<file path="config.mk">
export PLATFORM = sky130hd
export DESIGN_NAME = jtvigil_rom_arb
export DESIGN_NICKNAME = d
export VERILOG_FILES = /design/src/rtl/jtvigil_rom_arb.sv
export SDC_FILE = /design/constraint.sdc
export NUM_CORES = 1
export LEC_CHECK = 0
export BUFFER_PORTS_ARGS = -buffer_cell sky130_fd_sc_hd__buf_2
export CAP_MARGIN = 0
export CORE_UTILIZATION = 57
export DETAILED_ROUTE_END_ITERATION = 8
export PLACE_DENSITY_LB_ADDON = 0.25
export SLEW_MARGIN = 10
export SYNTH_ARGS = -nofsm -noshare
export SYNTH_HDL_FRONTEND = slang
export SYNTH_SLANG_ARGS = --single-unit
</file>
<file path="constraint.sdc">
create_clock -name clk -period 14.2 [get_ports clk]
set_input_delay 0.71 -clock clk [delete_from_list [all_inputs] [get_ports clk]]
set_output_delay 0.71 -clock clk [all_outputs]
set_load 0.1 [all_outputs]
</file>
<file path="src/rtl/jtvigil_rom_arb.sv">
// Round-robin arbiter sharing one SDRAM read port between the scr1, scr2 and
// obj ROM fetchers. Each fetcher keeps a one-word tag cache in front of SDRAM.
module jtvigil_rom_arb #(
    parameter logic [21:0] SCR1_BASE = 22'h00_0000,
    parameter logic [21:0] SCR2_BASE = 22'h04_0000,
    parameter logic [21:0] OBJ_BASE  = 22'h0C_0000
) (
    input  logic        clk,
    input  logic        rst,
    input  logic        scr1_cs,
    input  logic [16:0] scr1_addr,
    output logic [31:0] scr1_data,
    output logic        scr1_ok,
    input  logic        scr2_cs,
    input  logic [17:0] scr2_addr,
    output logic [31:0] scr2_data,
    output logic        scr2_ok,
    input  logic        obj_cs,
    input  logic [17:0] obj_addr,
    output logic [31:0] obj_data,
    output logic        obj_ok,
    output logic        sdram_req,
    output logic [21:0] sdram_addr,
    input  logic        sdram_ack,
    input  logic        sdram_rdy,
    input  logic [31:0] sdram_din
);
    typedef enum logic [1:0] {IDLE, WAIT_ACK, WAIT_DATA} state_t;

    localparam logic [1:0] SCR1 = 2'd0;
    localparam logic [1:0] SCR2 = 2'd1;
    localparam logic [1:0] OBJ  = 2'd2;

    state_t      state, state_next;
    logic [1:0]  rr, grant, pick, first, second;
    logic        found, load, fill;
    logic [2:0]  valid, hit, cand, cs;
    logic [16:0] tag1;
    logic [17:0] tag2, tag3;
    logic [31:0] data1, data2, data3;
    logic [21:0] pick_addr;

    function automatic logic [1:0] next_req(input logic [1:0] r);
        return (r == OBJ) ? SCR1 : r + 2'd1;
    endfunction

    assign cs     = {obj_cs, scr2_cs, scr1_cs};
    assign hit[0] = valid[0] & (scr1_addr == tag1);
    assign hit[1] = valid[1] & (scr2_addr == tag2);
    assign hit[2] = valid[2] & (obj_addr  == tag3);
    assign cand   = cs & ~hit;

    assign scr1_ok   = scr1_cs & hit[0];
    assign scr2_ok   = scr2_cs & hit[1];
    assign obj_ok    = obj_cs  & hit[2];
    assign scr1_data = data1;
    assign scr2_data = data2;
    assign obj_data  = data3;

    // Search starts just after the last requester that received data
    always_comb begin
        first  = next_req(rr);
        second = next_req(first);
        found  = 1'b1;
        pick   = rr;
        if (cand[first])       pick = first;
        else if (cand[second]) pick = second;
        else if (cand[rr])     pick = rr;
        else                   found = 1'b0;
    end

    always_comb begin
        pick_addr = SCR1_BASE + {4'b0, scr1_addr, 1'b0};
        case (pick)
            SCR2:    pick_addr = SCR2_BASE + {3'b0, scr2_addr, 1'b0};
            OBJ:     pick_addr = OBJ_BASE  + {3'b0, obj_addr,  1'b0};
            default: pick_addr = SCR1_BASE + {4'b0, scr1_addr, 1'b0};
        endcase
    end

    always_comb begin
        state_next = state;
        load       = 1'b0;
        fill       = 1'b0;
        unique case (state)
            IDLE: begin
                if (found) begin
                    load       = 1'b1;
                    state_next = WAIT_ACK;
                end
            end
            WAIT_ACK: begin
                if (sdram_ack) begin
                    if (sdram_rdy) begin
                        fill       = 1'b1;
                        state_next = IDLE;
                    end else begin
                        state_next = WAIT_DATA;
                    end
                end
            end
            WAIT_DATA: begin
                if (sdram_rdy) begin
                    fill       = 1'b1;
                    state_next = IDLE;
                end
            end
            default: state_next = IDLE;
        endcase
    end

    always_ff @(posedge clk or posedge rst) begin
        if (rst) begin
            state      <= IDLE;
            rr         <= OBJ;
            grant      <= SCR1;
            sdram_req  <= 1'b0;
            sdram_addr <= '0;
        end else begin
            state <= state_next;
            if (load) begin
                grant      <= pick;
                sdram_req  <= 1'b1;
                sdram_addr <= pick_addr;
            end else if (state == WAIT_ACK && sdram_ack) begin
                sdram_req <= 1'b0;
            end
            if (fill) rr <= grant;
        end
    end

    // Only the granted requester's cache entry is touched by a fill
    always_ff @(posedge clk or posedge rst) begin
        if (rst) begin
            valid <= '0;
            tag1  <= '0;
            tag2  <= '0;
            tag3  <= '0;
            data1 <= '0;
            data2 <= '0;
            data3 <= '0;
        end else begin
            if (load) begin
                case (pick)
                    SCR1: begin tag1 <= scr1_addr; valid[0] <= 1'b0; end
                    SCR2: begin tag2 <= scr2_addr; valid[1] <= 1'b0; end
                    OBJ:  begin tag3 <= obj_addr;  valid[2] <= 1'b0; end
                    default: ;
                endcase
            end
            if (fill) begin
                case (grant)
                    SCR1: begin data1 <= sdram_din; valid[0] <= 1'b1; end
                    SCR2: begin data2 <= sdram_din; valid[1] <= 1'b1; end
                    OBJ:  begin data3 <= sdram_din; valid[2] <= 1'b1; end
                    default: ;
                endcase
            end
        end
    end
endmodule

</file>
; Word level (Yosys, flattened, before mapping)
; Index checks and enable logic that the tools add are counted.
; Widths: inputs -> output; s select.
[op_classes]
n_mux = 34
reduce_logical = 12
addsub = 4
bitwise = 8
n_eq_ne = 14
magnitude_cmp = 3
[op_table]
columns = operator, count
row1 = $pmux 21 s2, 1
row2 = $eq 18x18->1, 2
row3 = $add 20x19->21 const A, 1
row4 = $add 19x19->20 const A, 1
row5 = $mux 1, 18
row6 = $eq 17x17->1, 1
row7 = $mux 2, 8
row8 = $reduce_and 2->1, 6
row9 = $eq 2x2->1 const B, 5
row10 = $lt 2x3->1 const B, 3
row11 = $and 1x1->1, 6
row12 = $bmux 1 s2, 3
row13 = $eq 2x1->1 const B, 3
row14 = $logic_not 2->1, 3
row15 = $mux 3, 2
row16 = $ne 2x2->1 const B, 3
row17 = $pmux 2 s3, 1
row18 = $add 2x1->2 const B, 2
row19 = $and 3x3->3, 1
row20 = $not 3->3, 1
row21 = $reduce_and 3->1, 1
row22 = $pmux 1 s2, 1
row23 = $reduce_bool 2->1, 1
row24 = $logic_and 1x1->1, 1
[word_totals]
out_inout_bits = 122
regBits = 181

; Longest topological paths before layout
[logic_depth]
ltp_word = 14
mapped_depth = 12

; Worst setup path before layout
; Ideal clock, no wire load.
[synth_timing]
path_type = input to output
startpoint = input port scr1_addr[16]
endpoint = output port scr1_ok
path_slack_ns = 10.052
required_time_ns = 13.490
arrival_ns = 3.438
stages = 4
path_cell_list = xor2_1 > nor4_1 > nand3_1 > nor3_1
[synth_via]
elab_chain_cells = 3
[synth_lines]
columns = element, line
row1 = start: declaration, 11  ; input logic [16:0] scr1_addr,
row2 = $eq 17x17->1, 48  ; assign hit[0] = valid[0] & (scr1_addr == tag1);
row3 = $and 1x1->1, 48
row4 = $and 1x1->1, 53  ; assign scr1_ok = scr1_cs & hit[0];
row5 = end: declaration, 13  ; output logic scr1_ok,
; No other way between the ends.

; Final worst setup path
[layout_timing]
startpoint = register tag1[5]
endpoint = register tag3[7]
[layout_via]
word_cells_on_any_way = 19
[layout_lines]
columns = element, line
row1 = start: declaration, 38  ; logic [16:0] tag1;
row2 = start signal: assignment, 136  ; tag1 <= '0;
row3 = start signal: assignment, 145  ; SCR1: begin tag1 <= scr1_addr; valid[0] <= 1'b0; end
row4 = $eq 17x17->1 (*), 48
row5 = $and 1x1->1 (*), 48
row6 = $not 3->3 (*), 51  ; assign cand = cs & ~hit;
row7 = $and 3x3->3 (*), 51
row8 = $bmux 1 s2, 67  ; else if (cand[second]) pick = second;
row9 = $mux 1 (not written as such), 67
row10 = $mux 2, 67
row11 = $mux 2 (*), 66  ; if (cand[first]) pick = first;
row12 = named net pick[1], 35  ; logic [1:0] rr, grant, pick, first, second;
row13 = $eq 2x2->1 (*), 144  ; case (pick)
row14 = $reduce_and 2->1 (no line) (*), -
row15 = end signal: assignment, 138  ; tag3 <= '0;
row16 = end signal: assignment, 147  ; OBJ: begin tag3 <= obj_addr; valid[2] <= 1'b0; end
row17 = end: declaration, 39  ; logic [17:0] tag2, tag3;
; Mark *: on every way through the listed nets, which the timed path passes. The rest lies on a longest branch. The select of a mux whose other input is x is not followed.
; A chain may end at the register's enable or synchronous reset.

==> run summary <==
Status: finished, final reports clean
Htree depth: 4
Synth Area per Inst: 13.89 um2
Via density: 5.608
Most common cell after layout, fill and taps aside: buf_2
Number of buffers added on ports: 211
Die Wd: 120.4 um
Clk buf depth: 2
FF+latch count, synth: 179
DRT antenna net count: 0
Max-Slew Margin vs Limit: 19.37%
Vias: 5451
Max-slew violations: 0
Vias in the first global route: 5674
Fin. Hold Viols: 0
Final worst setup slack: 9842 ps
CP Capture Type: flip-flop
Post-synthesis sequential area ratio: 56.11%
Setup WS pre-CTS: 9464 ps
# clock sinks: 179
Max stage delay cell, worst path: a31oi_2
Initial Util: 59.36%
Delay-heaviest family, CP: compound AO/OA/AOI/OAI gates
Avg WL per Cell: 19.56 um
Antenna diode instance count: 0
Crit path depth: 10
Die area: 0.01449 mm2
Worst-skew pair later-pin latency: 430 ps
Period utilisation layout: 30.69%
Layout area overhead: 23.22%
DRC violation count after routing: 0
Ys async rst share: 100.0%
Initial antenna violation count: 1
Layout Skew: 7.661 ps
Critical Path Start Type: flip-flop
Arrival @ worst endpoint: 4670 ps
Tightest Pin Transition: 1206 ps
Post-detail-place hpwl: 13640 um
Nets: 881
Critical path buffers and inverters: 0
Resize count post-CTS: 0
DRT Wirelength: 19010 um
Synth warn: 0
Routability cong.: 0.8918
Gr ovfl total: 0
Crit-path max FO: 20
Kind of critical path: reg -> reg
Pin count of the biggest net entering global routing: 112
Setup repair bufs after CTS: 0
Die height: 120.4 um
Post-synthesis instance area: 0.007985 mm2
CP peak stage delay: 950 ps
# IOs: 214
CTS tree: yes
Setup violators final: 0
FP Rows: 42
Global-route wire length before repair: 30160 um
CTS clk-pin slew, worst paths: 70 ps
Share of layout cells above drive strength 1: 53.52%
Most frequent cells in the layout: buf_2 (211), dfrtp_1 (178), mux2_2 (149)
Setup TNS: 0 ps
Initial DRC Count: 369
Max cap viols: 0
RSZ-0062 raised after global routing: false
Final Critical Period: 4358 ps
Cts bufs inserted: 17
Syn Inst Count: 575
Hold path depth: 2
Distinct cells, synth: 46
Hold Buf Count CTS: 0
Reg2Reg Depth: 10
Core box area: 0.01345 mm2
Max Clk Rate: 0.2294 GHz
Root Driver: clkbuf_16
Ys flop type: dfrtp_1
Crit path cell chain: xor2_1 -> nor4_1 -> nand3_1 -> o21ai_4 -> a31oi_1 -> nor2_1 -> ha_1 -> nand2_1 -> a31oi_2 -> mux2_2
Number of synthesized flops with an enable pin: 0
CP required: 14510 ps
Pre-Repair DR Iteration Count: 4
Min-delay worst type: reg -> reg
GRT Util Overall: 27.65%
## final cells by class
| type | count | area (um2) |
|---|---|---|
| multi-input cells | 357 | 3322 |
| fillers | 933 | 3613 |
| clock inverters | 15 | 251.5 |
| clock buffers | 17 | 425.4 |
| repair buffers | 215 | 1086 |
| inverters | 13 | 53.80 |
| flip-flops and latches | 179 | 4481 |
| well taps | 176 | 220.2 |
## per-layer routing
layer | vias to the layer above | track usage [%] | part of all wire, %
met5 | - | 0 | 0
met1 | 2779 | 36.04 | 42
li1 | 2446 | - | -
met3 | 22 | 7.783 | 7.3
met2 | 204 | 45.08 | 49
met4 | 0 | 8.410 | 1.7
## through the flow
stage	hold WS [ps]	utilization [%]	instances	area, um2
floorplan	489.0	-	576	7989
global placement	462.0	68.11	940	9163
detailed placement	480.8	68.11	940	9163
CTS	494.9	73.14	972	9839
global route	512.5	73.14	972	9839
finish	490.6	73.14	972	9839
## worst paths after layout
kind                            endpoint  slack [ps]  startpoint
max reg2reg                      tag3[7]        9840     tag1[5]
min reg2reg                    sdram_req         490   sdram_req
max                              tag3[7]        9840     tag1[5]
max in group asynchronous  sdram_addr[2]       12230         rst
min                            sdram_req         490   sdram_req
min in group asynchronous   scr2_data[3]         520         rst
## Yosys cell counts (2+ instances only)
library cell  number  area (um2)
a21oi_1           18       90.09
a22o_1             2       17.52
a22oi_1           17       127.6
a31oi_1            3       18.77
a31oi_4            2       42.54
buf_2             10       50.05
buf_4              3       22.52
buf_6              3       33.78
clkbuf_1           9       33.78
dfrtp_1          178        4454
ha_1               6       75.07
inv_1             13       48.80
mux2_1             3       33.78
mux2_2           149        1678
mux2_4            16       240.2
nand2_1            8       30.03
nand3_1            5       25.02
nand4_1            5       31.28
nor2_1            20       75.07
nor2b_1            2       12.51
nor3_1             5       25.02
nor3b_1            2       15.01
nor4_1            12       75.07
o211ai_1           2       15.01
o21a_1             2       15.01
o21ai_0            4       20.02
o21ai_4            2       32.53
o21bai_1           3       22.52
o31ai_1            2       15.01
or2_2              2       12.51
xnor2_1            4       35.03
xor2_1            49       429.2
## cell families (layout without fill, tap and decap cells)
group / Yosys count / after routing / synth area share (%)
AND/OR/NAND/NOR: 64 / 64 / 4.011
multiplexers: 169 / 169 / 24.57
XOR/XNOR: 53 / 53 / 5.813
buffers and inverters: 40 / 260 / 2.601
AO/OA/AOI/OAI: 63 / 63 / 5.907
flip-flops: 179 / 179 / 56.11
other: 1 / 2 / 0.04696
adder cells (fa/ha/maj): 6 / 6 / 0.9401
## state kept, by name, indices dropped and copies added (netlist names), 2 cells and up
| signal | flops |
|---|---|
| scr2_data | 32 |
| scr1_data | 32 |
| tag3 | 18 |
| sdram_addr | 20 |
| tag1 | 17 |
| valid | 3 |
| tag2 | 18 |
| grant | 2 |
| rr | 2 |
| obj_data | 32 |
| state | 2 |
## worst reg2reg max path: cells and delay by family (launching register included)
| kind | cells | cell delay, ps |
|---|---|---|
| compound gates | 3 | 1480 |
| simple gates | 4 | 1090 |
| fa+ha+maj | 1 | 640 |
| mux | 1 | 440 |
| flops | 1 | 410 |
| xor+xnor | 1 | 170 |
Power is not shown: default switching activity piles up to over one toggle a cycle in this logic, so the estimate is an artifact.
